File: src/rtl/atm_session_timer.sv
// atm_session_timer: ATM session inactivity countdown driven by a 1 Hz square wave.
//   Optional macro SESSION_TIMER_BCD_EN adds registered BCD outputs rem_tens/rem_ones.
//   Ports:
//     clk       system clock (same clock as the seconds divider)
//     rst       asynchronous active-high reset
//     sec_in    1 Hz square wave, rising edge = one elapsed second
//     start     pulse, opens (or restarts) a session
//     kick      pulse, user activity, reloads a live countdown
//     stop      pulse, closes the session
//     remaining seconds left, 0 when not running
//     active    high in RUN or WARN
//     warning   high in WARN
//     timeout   one-cycle pulse on expiry
//     expired   high while in EXPIRED
//     rem_tens  BCD tens of remaining, clamped to 99 (macro only)
//     rem_ones  BCD ones of remaining, clamped to 99 (macro only)
module atm_session_timer #(
    parameter int TIMEOUT_SEC = 30,
    parameter int WARN_SEC    = 10,
    parameter int CNT_W       = 8
) (
    input  logic             clk,
    input  logic             rst,
    input  logic             sec_in,
    input  logic             start,
    input  logic             kick,
    input  logic             stop,
    output logic [CNT_W-1:0] remaining,
    output logic             active,
    output logic             warning,
    output logic             timeout,
`ifdef SESSION_TIMER_BCD_EN
    output logic [3:0]       rem_tens,
    output logic [3:0]       rem_ones,
`endif
    output logic             expired
);
    typedef enum logic [1:0] {IDLE, RUN, WARN, EXPIRED} state_t;

    localparam logic [CNT_W-1:0] RELOAD  = CNT_W'(TIMEOUT_SEC);
    localparam logic [CNT_W-1:0] WARN_V  = CNT_W'(WARN_SEC);
    localparam bit               ILLEGAL = TIMEOUT_SEC <= WARN_SEC;

    state_t           state, state_n;
    logic             s1, s2, tick, live, reload, dec, to_n;
    logic [CNT_W-1:0] rem_n, rem_dec;

    always_comb begin
        tick    = s1 & ~s2;
        live    = (state == RUN) || (state == WARN);
        rem_dec = remaining - CNT_W'(1);
        state_n = state;
        rem_n   = remaining;
        to_n    = 1'b0;
        reload  = 1'b0;
        dec     = 1'b0;
        if (stop) begin
            state_n = IDLE;
            rem_n   = '0;
        end else if (start) begin
            reload  = 1'b1;
            rem_n   = RELOAD;
            // an illegal TIMEOUT_SEC <= WARN_SEC opens straight into the warning window
            state_n = (state == IDLE && ILLEGAL) ? WARN : RUN;
        end else if (kick && live) begin
            reload  = 1'b1;
            rem_n   = RELOAD;
            state_n = RUN;
        end else if (tick && live && remaining != '0) begin
            dec   = 1'b1;
            rem_n = rem_dec;
            if (rem_dec == '0) begin
                state_n = EXPIRED;
                to_n    = 1'b1;
            end else if (rem_dec <= WARN_V) begin
                state_n = WARN;
            end
        end
    end

    // flags are registered from the next state so they move on the same edge as it
    always_ff @(posedge clk or posedge rst) begin
        if (rst) begin
            s1        <= 1'b0;
            s2        <= 1'b0;
            state     <= IDLE;
            remaining <= '0;
            active    <= 1'b0;
            warning   <= 1'b0;
            timeout   <= 1'b0;
            expired   <= 1'b0;
        end else begin
            s1        <= sec_in;
            s2        <= s1;
            state     <= state_n;
            remaining <= rem_n;
            active    <= (state_n == RUN) || (state_n == WARN);
            warning   <= state_n == WARN;
            timeout   <= to_n;
            expired   <= state_n == EXPIRED;
        end
    end

`ifdef SESSION_TIMER_BCD_EN
    localparam int         CLAMP = (TIMEOUT_SEC > 99) ? 99 : TIMEOUT_SEC;
    localparam logic [3:0] RT    = 4'(CLAMP / 10);
    localparam logic [3:0] RO    = 4'(CLAMP % 10);

    // parallel BCD counter; above 99 the display holds 99 until remaining drops below it
    always_ff @(posedge clk or posedge rst) begin
        if (rst) begin
            rem_tens <= 4'd0;
            rem_ones <= 4'd0;
        end else if (stop) begin
            rem_tens <= 4'd0;
            rem_ones <= 4'd0;
        end else if (reload) begin
            rem_tens <= RT;
            rem_ones <= RO;
        end else if (dec && 32'(remaining) <= 32'd99) begin
            rem_tens <= (rem_ones == 4'd0) ? rem_tens - 4'd1 : rem_tens;
            rem_ones <= (rem_ones == 4'd0) ? 4'd9 : rem_ones - 4'd1;
        end
    end
`endif
endmodule

File: config.mk
export PLATFORM = sky130hd
export DESIGN_NAME = atm_session_timer
export DESIGN_NICKNAME = d
export VERILOG_FILES = /design/src/rtl/atm_session_timer.sv
export SDC_FILE = /design/constraint.sdc
export NUM_CORES = 1
export LEC_CHECK = 0
export BUFFER_PORTS_ARGS = -buffer_cell sky130_fd_sc_hd__buf_2
export CORE_MARGIN = 2
export CORE_UTILIZATION = 45
export DETAILED_ROUTE_END_ITERATION = 16
export GPL_TIMING_DRIVEN = 0
export PLACE_DENSITY = 0.66
export SLEW_MARGIN = 20
export SYNTH_ARGS = -nofsm -noshare
export SYNTH_HDL_FRONTEND = slang
export SYNTH_SLANG_ARGS = --single-unit
export TNS_END_PERCENT = 1
File: constraint.sdc
create_clock -name clk -period 7.1 [get_ports clk]
set_input_delay 1.42 -clock clk [delete_from_list [all_inputs] [get_ports clk]]
set_output_delay 1.42 -clock clk [all_outputs]
set_load 0.05 [all_outputs]
==> flow_summary_export.csv, run 1 <==
group,metric,value,unit
worst_setup_path,start_kind,"register",
hold_path,min_path_type,"register to register",
floorplan,initial_core_util,46.4,%
yosys,synth_top_family_by_area,"simple AND/OR/NAND/NOR gates",
grt,grt_pass1_wl,2680,um
floorplan,die_h,48.3,um
placement,gp_congestion,0.736,
yosys,netlist_instances,86,
yosys,yosys.area_share.adder,8.51,%
placement,dp.cells,130,
run_status,status,"finished clean",
final_layout,final_layout_size_suffix_gt1_share,24.5,%
clock_tree,holdBufCountCts,0,
floorplan,coreArea,0.00190,mm2
grt,antenna_found_initial,0,
clock_tree,clock-sinks,16,
grt,gr-usage-all-layers,17.2,%
placement,dp.final_hpwl,1170,um
worst_setup_path,arrival,2.83,ns
sta,tightestPinTransition,0.725,ns
grt,grt_overflow,0,
routing,drt_iter0_drc,5,
clock_tree,clk_pin_slew,0.08,ns
sta,min_period_over_period,37.2,%
worst_setup_path,cp_max_fo,10,
power_and_ir_drop,power,0.187,mW
clock_tree,numCtsBuffers,3,
clock_tree,cts_resized,0,
sta,grt_setup_unrepaired,"false",
yosys,ys_warn_count,0,
yosys,synth.top_cell.area_share,45.4,%
routing,first_pass_iters,4,
power_and_ir_drop,leakagePower,0.473,nW
final_layout,nFillCells,179,
placement,place_ws,4.34,ns
placement,portBuffers,17,
yosys,synth_mux_area_share,0,%
final_layout,stdcell_area,0.00102,mm2
routing,wire_per_inst,11.7,um
yosys,synthesis.nets,98,
yosys,synth-compound-area-share,10.2,%
clock_tree,cts_max_level,1,
floorplan,dieWidth,48.3,um
clock_tree,cts_buffer_depth,2,
yosys,synthTopCellsByArea,"dfrtp_1 (45%), ha_1 (8.5%), xor2_1 (7.0%)",
worst_setup_path,required,7.29,ns
clock_tree,insertion_delay,0.28,ns
final_layout,synthToLayoutAreaGrowth,16.0,%
final_layout,diodes,0,
sta,finalSetupViolCount,0,
yosys,synthDistinctLibCells,29,
grt,grt_max_degree,17,
sta,fmax,0.379,GHz
final_layout,nNetsFinal,120,
sta,drv_slew,0,
sta,fin_skew,0.00182,ns
clock_tree,root_buffer,"clkbuf_4",
sta,min_period,2.64,ns
final_layout,final_util,53.8,%
job,max_cap_violations,0,
sta,hold_slack,0.390,ns
routing,drc,0,
clock_tree,post_cts_buffers,0,
yosys,synth-simple-area-share,18.9,%
yosys,syn_area,882,um2
routing,final_antenna_net_count,0,
grt,grt_pass1_vias,629,
yosys,synth-xor-area-share,11.9,%
routing,vias_per_cell,4.78,
worst_setup_path,critPathCaptureType,"register",
power_and_ir_drop,cellPowerDensity,183,mW/mm2
clock_tree,cts_tree,"done",
floorplan,rows,16,
floorplan,dieArea,0.00233,mm2
placement,place_area,0.00100,mm2
sta,fin_ws,4.46,ns
yosys,synth_top_area_cell,"dfrtp_1",
final_layout,final_cells,133,
yosys,yosysSeqAreaShare,45.4,%
routing,vias,636,
sta,relSlewSlack,51.2,%
sta,setup_tns,0,ns
routing,finalWirelength,1550,um
yosys,synth_area_per_cell,10.3,um2
floorplan,num_io_pins,18,
yosys,synth_seq_cells,16,
power_and_ir_drop,vdd_drop_max,0.115,mV
sta,finalHoldViolations,0,
worst_setup_path,crit_type,"register to register",
==> worst max-delay path: stages (launching register included) <==
cell      delay (ns)
dfrtp_1         0.46
inv_1           0.09
ha_1            0.24
a311oi_4        0.48
nand3_2         0.17
or4b_4          0.55
a31o_1          0.24
ha_1            0.27
inv_1           0.03
==> layer usage <==
metal / vias to the layer above / part of all wire [%] / global-route usage, %
met5: - / 0 / 0
met4: 0 / 2.0 / 8.11
met3: 4 / 6.4 / 7.41
met2: 17 / 45 / 25.3
met1: 288 / 47 / 21.7
li1: 327 / - / -
==> path summary, 6_finish.rpt <==
kind,startpoint,end,slack (ns),cells past startpoint
max,remaining[0]$_DFFE_PP0P_,active$_DFF_PP0_,4.46,8
min,s1$_DFF_PP0_,s2$_DFF_PP0_,0.39,0
max reg2reg,remaining[0]$_DFFE_PP0P_,active$_DFF_PP0_,4.46,8
min reg2reg,s1$_DFF_PP0_,s2$_DFF_PP0_,0.39,0
max in group asynchronous,rst,remaining[6]$_DFFE_PP0P_,5.52,2
min in group asynchronous,rst,expired$_DFF_PP0_,1.19,2
==> layout by cell type (no fill, tap or decap), drive strengths merged, types with 3 or more instances in the layout <==
cell type,instances
xnor2,5
buf,20
ha,6
nand3,4
xor2,7
a21oi,6
inv,6
dfrtp,16
clkbuf,3
nor2,11
nand2,4
==> synth_stat cells, drive strengths merged <==
| cell | instances |
|---|---|
| o21ai | 1 |
| nand4b | 1 |
| or4b | 1 |
| or3 | 2 |
| o31ai | 1 |
| inv | 6 |
| xnor2 | 5 |
| nor3b | 1 |
| a31o | 1 |
| a21oi | 6 |
| nand3 | 4 |
| nor2 | 11 |
| nor2b | 1 |
| dfrtp | 16 |
| nor3 | 2 |
| nand2b | 1 |
| buf | 3 |
| a311oi | 1 |
| a31oi | 1 |
| xor2 | 7 |
| nand2 | 4 |
| nor4 | 1 |
| o22ai | 1 |
| nand3b | 1 |
| or2 | 1 |
| ha | 6 |
==> flip-flops by register name, summed over array words and instances, names as in the netlist <==
register,cells
active,1
expired,1
remaining,8
s1,1
s2,1
state,2
timeout,1
warning,1
==> logic make-up after synthesis <==
| logic type | Yosys count |
|---|---|
| DFF | 16 |
| AOI/OAI and AO/OA | 12 |
| and+or+nand+nor | 31 |
| buffers and inverters | 9 |
| xor gates and xnor gates | 12 |
| adders and majority gates | 6 |
==> area by class of cell <==
class                           instances  area [um2]  share of cell area [%]
Multi-Input combinational cell         61         437                    42.7
Sequential cell                        16         400                    39.1
Timing Repair Buffer                   17        85.1                    8.31
Tap cell                               27        33.8                    3.30
Clock buffer                            3        22.5                    2.20
Buffer                                  3        22.5                    2.20
Inverter                                6        22.5                    2.20
==> where the power goes <==
| group | switching (mW) | internal [mW] | total [mW] |
|---|---|---|---|
| Combinational | 0.0288 | 0.0148 | 0.0436 |
| Sequential | 0.00290 | 0.0947 | 0.0976 |
| Clock | 0.0264 | 0.0197 | 0.0461 |
| Total | 0.0581 | 0.129 | 0.187 |
Power figures use the tool's default switching activity.
==> run 2, diff against run 1 <==
==> constraint.sdc (replaced) <==
create_clock -name clk -period 2.55 [get_ports clk]
set_input_delay 0.51 -clock clk [delete_from_list [all_inputs] [get_ports clk]]
set_output_delay 0.51 -clock clk [all_outputs]
set_load 0.05 [all_outputs]
==> flow_summary_export.csv, run 2 (same netlist as run 1, synthesis figures left out) <==
group,metric,value,unit
clock_tree,numCtsBuffers,3,
worst_setup_path,critPathCaptureType,"register",
final_layout,stdcell_area,0.00107,mm2
grt,grt_overflow,0,
sta,min_period,2.43,ns
sta,fin_skew,0.00206,ns
final_layout,largest_register_ffs,8,
worst_setup_path,crit_type,"register to register",
clock_tree,insertion_delay,0.28,ns
final_layout,final_common_cell,"buf_2",
floorplan,dieWidth,48.3,um
sta,min_period_over_period,95.3,%
sta,relSlewSlack,52.8,%
worst_setup_path,critPathTopFamily,"simple AND/OR/NAND/NOR gates",
grt,grt_max_degree,17,
hold_path,min_path_type,"input pin to asynchronous set/reset pin",
routing,wire_per_inst,12.6,um
routing,finalWirelength,1700,um
routing,wl_met2,847,um
floorplan,rows,16,
final_layout,regMostFlops,"remaining",
clock_tree,cts_buffer_depth,2,
job,max_cap_violations,0,
sta,setup_tns,0,ns
routing,wl_met1,806,um
final_layout,final_layout_size_suffix_gt1_share,38.0,%
worst_setup_path,max_stage_delay,0.57,ns
grt,grt_pass1_wl,2500,um
final_layout,diodes,0,
floorplan,coreArea,0.00190,mm2
routing,wl_met3,42,um
floorplan,initial_core_util,46.4,%
grt,gr-usage-all-layers,15.8,%
final_layout,top_regs,"remaining: 8 flops, state: 2 flops",
placement,dp.cells,130,
placement,dp.final_hpwl,1240,um
clock_tree,root_buffer,"clkbuf_4",
final_layout,final_cells,135,
sta,finalHoldViolations,0,
floorplan,num_io_pins,18,
power_and_ir_drop,vdd_drop_max,0.281,mV
clock_tree,clock-sinks,16,
worst_setup_path,crit_buf_inv,2,
run_status,status,"finished clean",
sta,fmax,0.411,GHz
power_and_ir_drop,leakagePower,0.476,nW
final_layout,nFillCells,167,
worst_setup_path,required,2.74,ns
routing,drt_iter0_drc,13,
placement,portBuffers,17,
placement,place_area,0.00102,mm2
worst_setup_path,start_kind,"register",
sta,drv_slew,0,
routing,vias,674,
power_and_ir_drop,cellPowerDensity,530,mW/mm2
routing,vias_per_cell,4.99,
floorplan,die_h,48.3,um
worst_setup_path,arrival,2.62,ns
final_layout,synthToLayoutAreaGrowth,21.8,%
routing,final_antenna_net_count,0,
sta,grt_setup_unrepaired,"false",
floorplan,dieArea,0.00233,mm2
final_layout,nNetsFinal,121,
final_layout,final_util,56.5,%
clock_tree,clk_pin_slew,0.09,ns
clock_tree,cts_tree,"done",
clock_tree,cts_max_level,1,
placement,gp_congestion,0.764,
routing,drc,0,
worst_setup_path,cp_max_fo,7,
grt,antenna_found_initial,0,
final_layout,layout_common_cells,"buf_2 (17), nor2_1 (11), dfrtp_1 (8), dfrtp_2 (8), xor2_1 (7)",
worst_setup_path,cp_cell_sequence,"inv_2 > ha_2 > nor3b_2 > xnor2_1 > nand3_2 > or4b_4 > a31o_1 > ha_1 > inv_1",
routing,first_pass_iters,4,
worst_setup_path,cpMaxStageDelayCell,"or4b_4",
sta,finalSetupViolCount,0,
sta,tightestPinTransition,0.702,ns
grt,grt_pass1_vias,578,
clock_tree,holdBufCountCts,0,
routing,dr.max_layer_used,"met3",
==> run 2: cell count changes in the layout (fill, tap and decap cells not counted), moves of 2 or more <==
| cell | change |
|---|---|
| ha_1 | -2 |
| dfrtp_1 | -8 |
| inv_1 | -2 |
| inv_2 | +2 |
| dfrtp_2 | +8 |
==> run 2: per-layer routing <==
layer | vias up | global-route usage, %
met5 | - | 0
met1 | 331 | 20.9
li1 | 331 | -
met3 | 0 | 2.22
met4 | 0 | 8.11
met2 | 12 | 25.0
==> run 2: what timing repair did <==
action                                  4_1_cts  5_1_grt
buffers inserted                              0        1
endpoints found under the setup margin        1        3
gates resized for setup                       0        2
pin swaps                                     1        1
==> run 2: path summary, 6_finish.rpt <==
path                       slack [ns]  cells after the start                startpoint                       end
max in group asynchronous        1.87                      2                       rst  remaining[0]$_DFFE_PP0P_
min                              0.27                      2                       rst         timeout$_DFF_PP0_
max reg2reg                      0.12                      9  remaining[0]$_DFFE_PP0P_          active$_DFF_PP0_
max                              0.12                      9  remaining[0]$_DFFE_PP0P_          active$_DFF_PP0_
min reg2reg                      0.39                      0              s1$_DFF_PP0_              s2$_DFF_PP0_
min in group clk                 0.33                      1                    sec_in              s1$_DFF_PP0_
==> run 2: through the flow <==
stage	setup slack (ns)	hold WS [ns]	power (mW)
floorplan	0.00152	0.355	0.376
global placement	0.0399	0.367	0.402
detailed placement	0.00311	0.374	0.405
CTS	0.00178	0.283	0.574
global route	0.00348	0.313	0.603
finish	0.119	0.270	0.570
==> run 2: final cells by class <==
cell class | count | area [um2] | share of cell area [%]
multi-input cells | 61 | 457 | 42.5
flip-flops and latches | 16 | 410 | 38.2
repair buffers | 18 | 92.6 | 8.61
clock buffers | 4 | 36.3 | 3.38
well taps | 27 | 33.8 | 3.14
plain buffers | 3 | 22.5 | 2.10
inverters | 6 | 22.5 | 2.10
==> run 2: power breakdown <==
part,internal (mW),switching (mW),total (mW)
registers,0.265,0.00915,0.274
logic,0.0451,0.0833,0.128
clock network,0.0869,0.0806,0.167
total,0.397,0.173,0.570
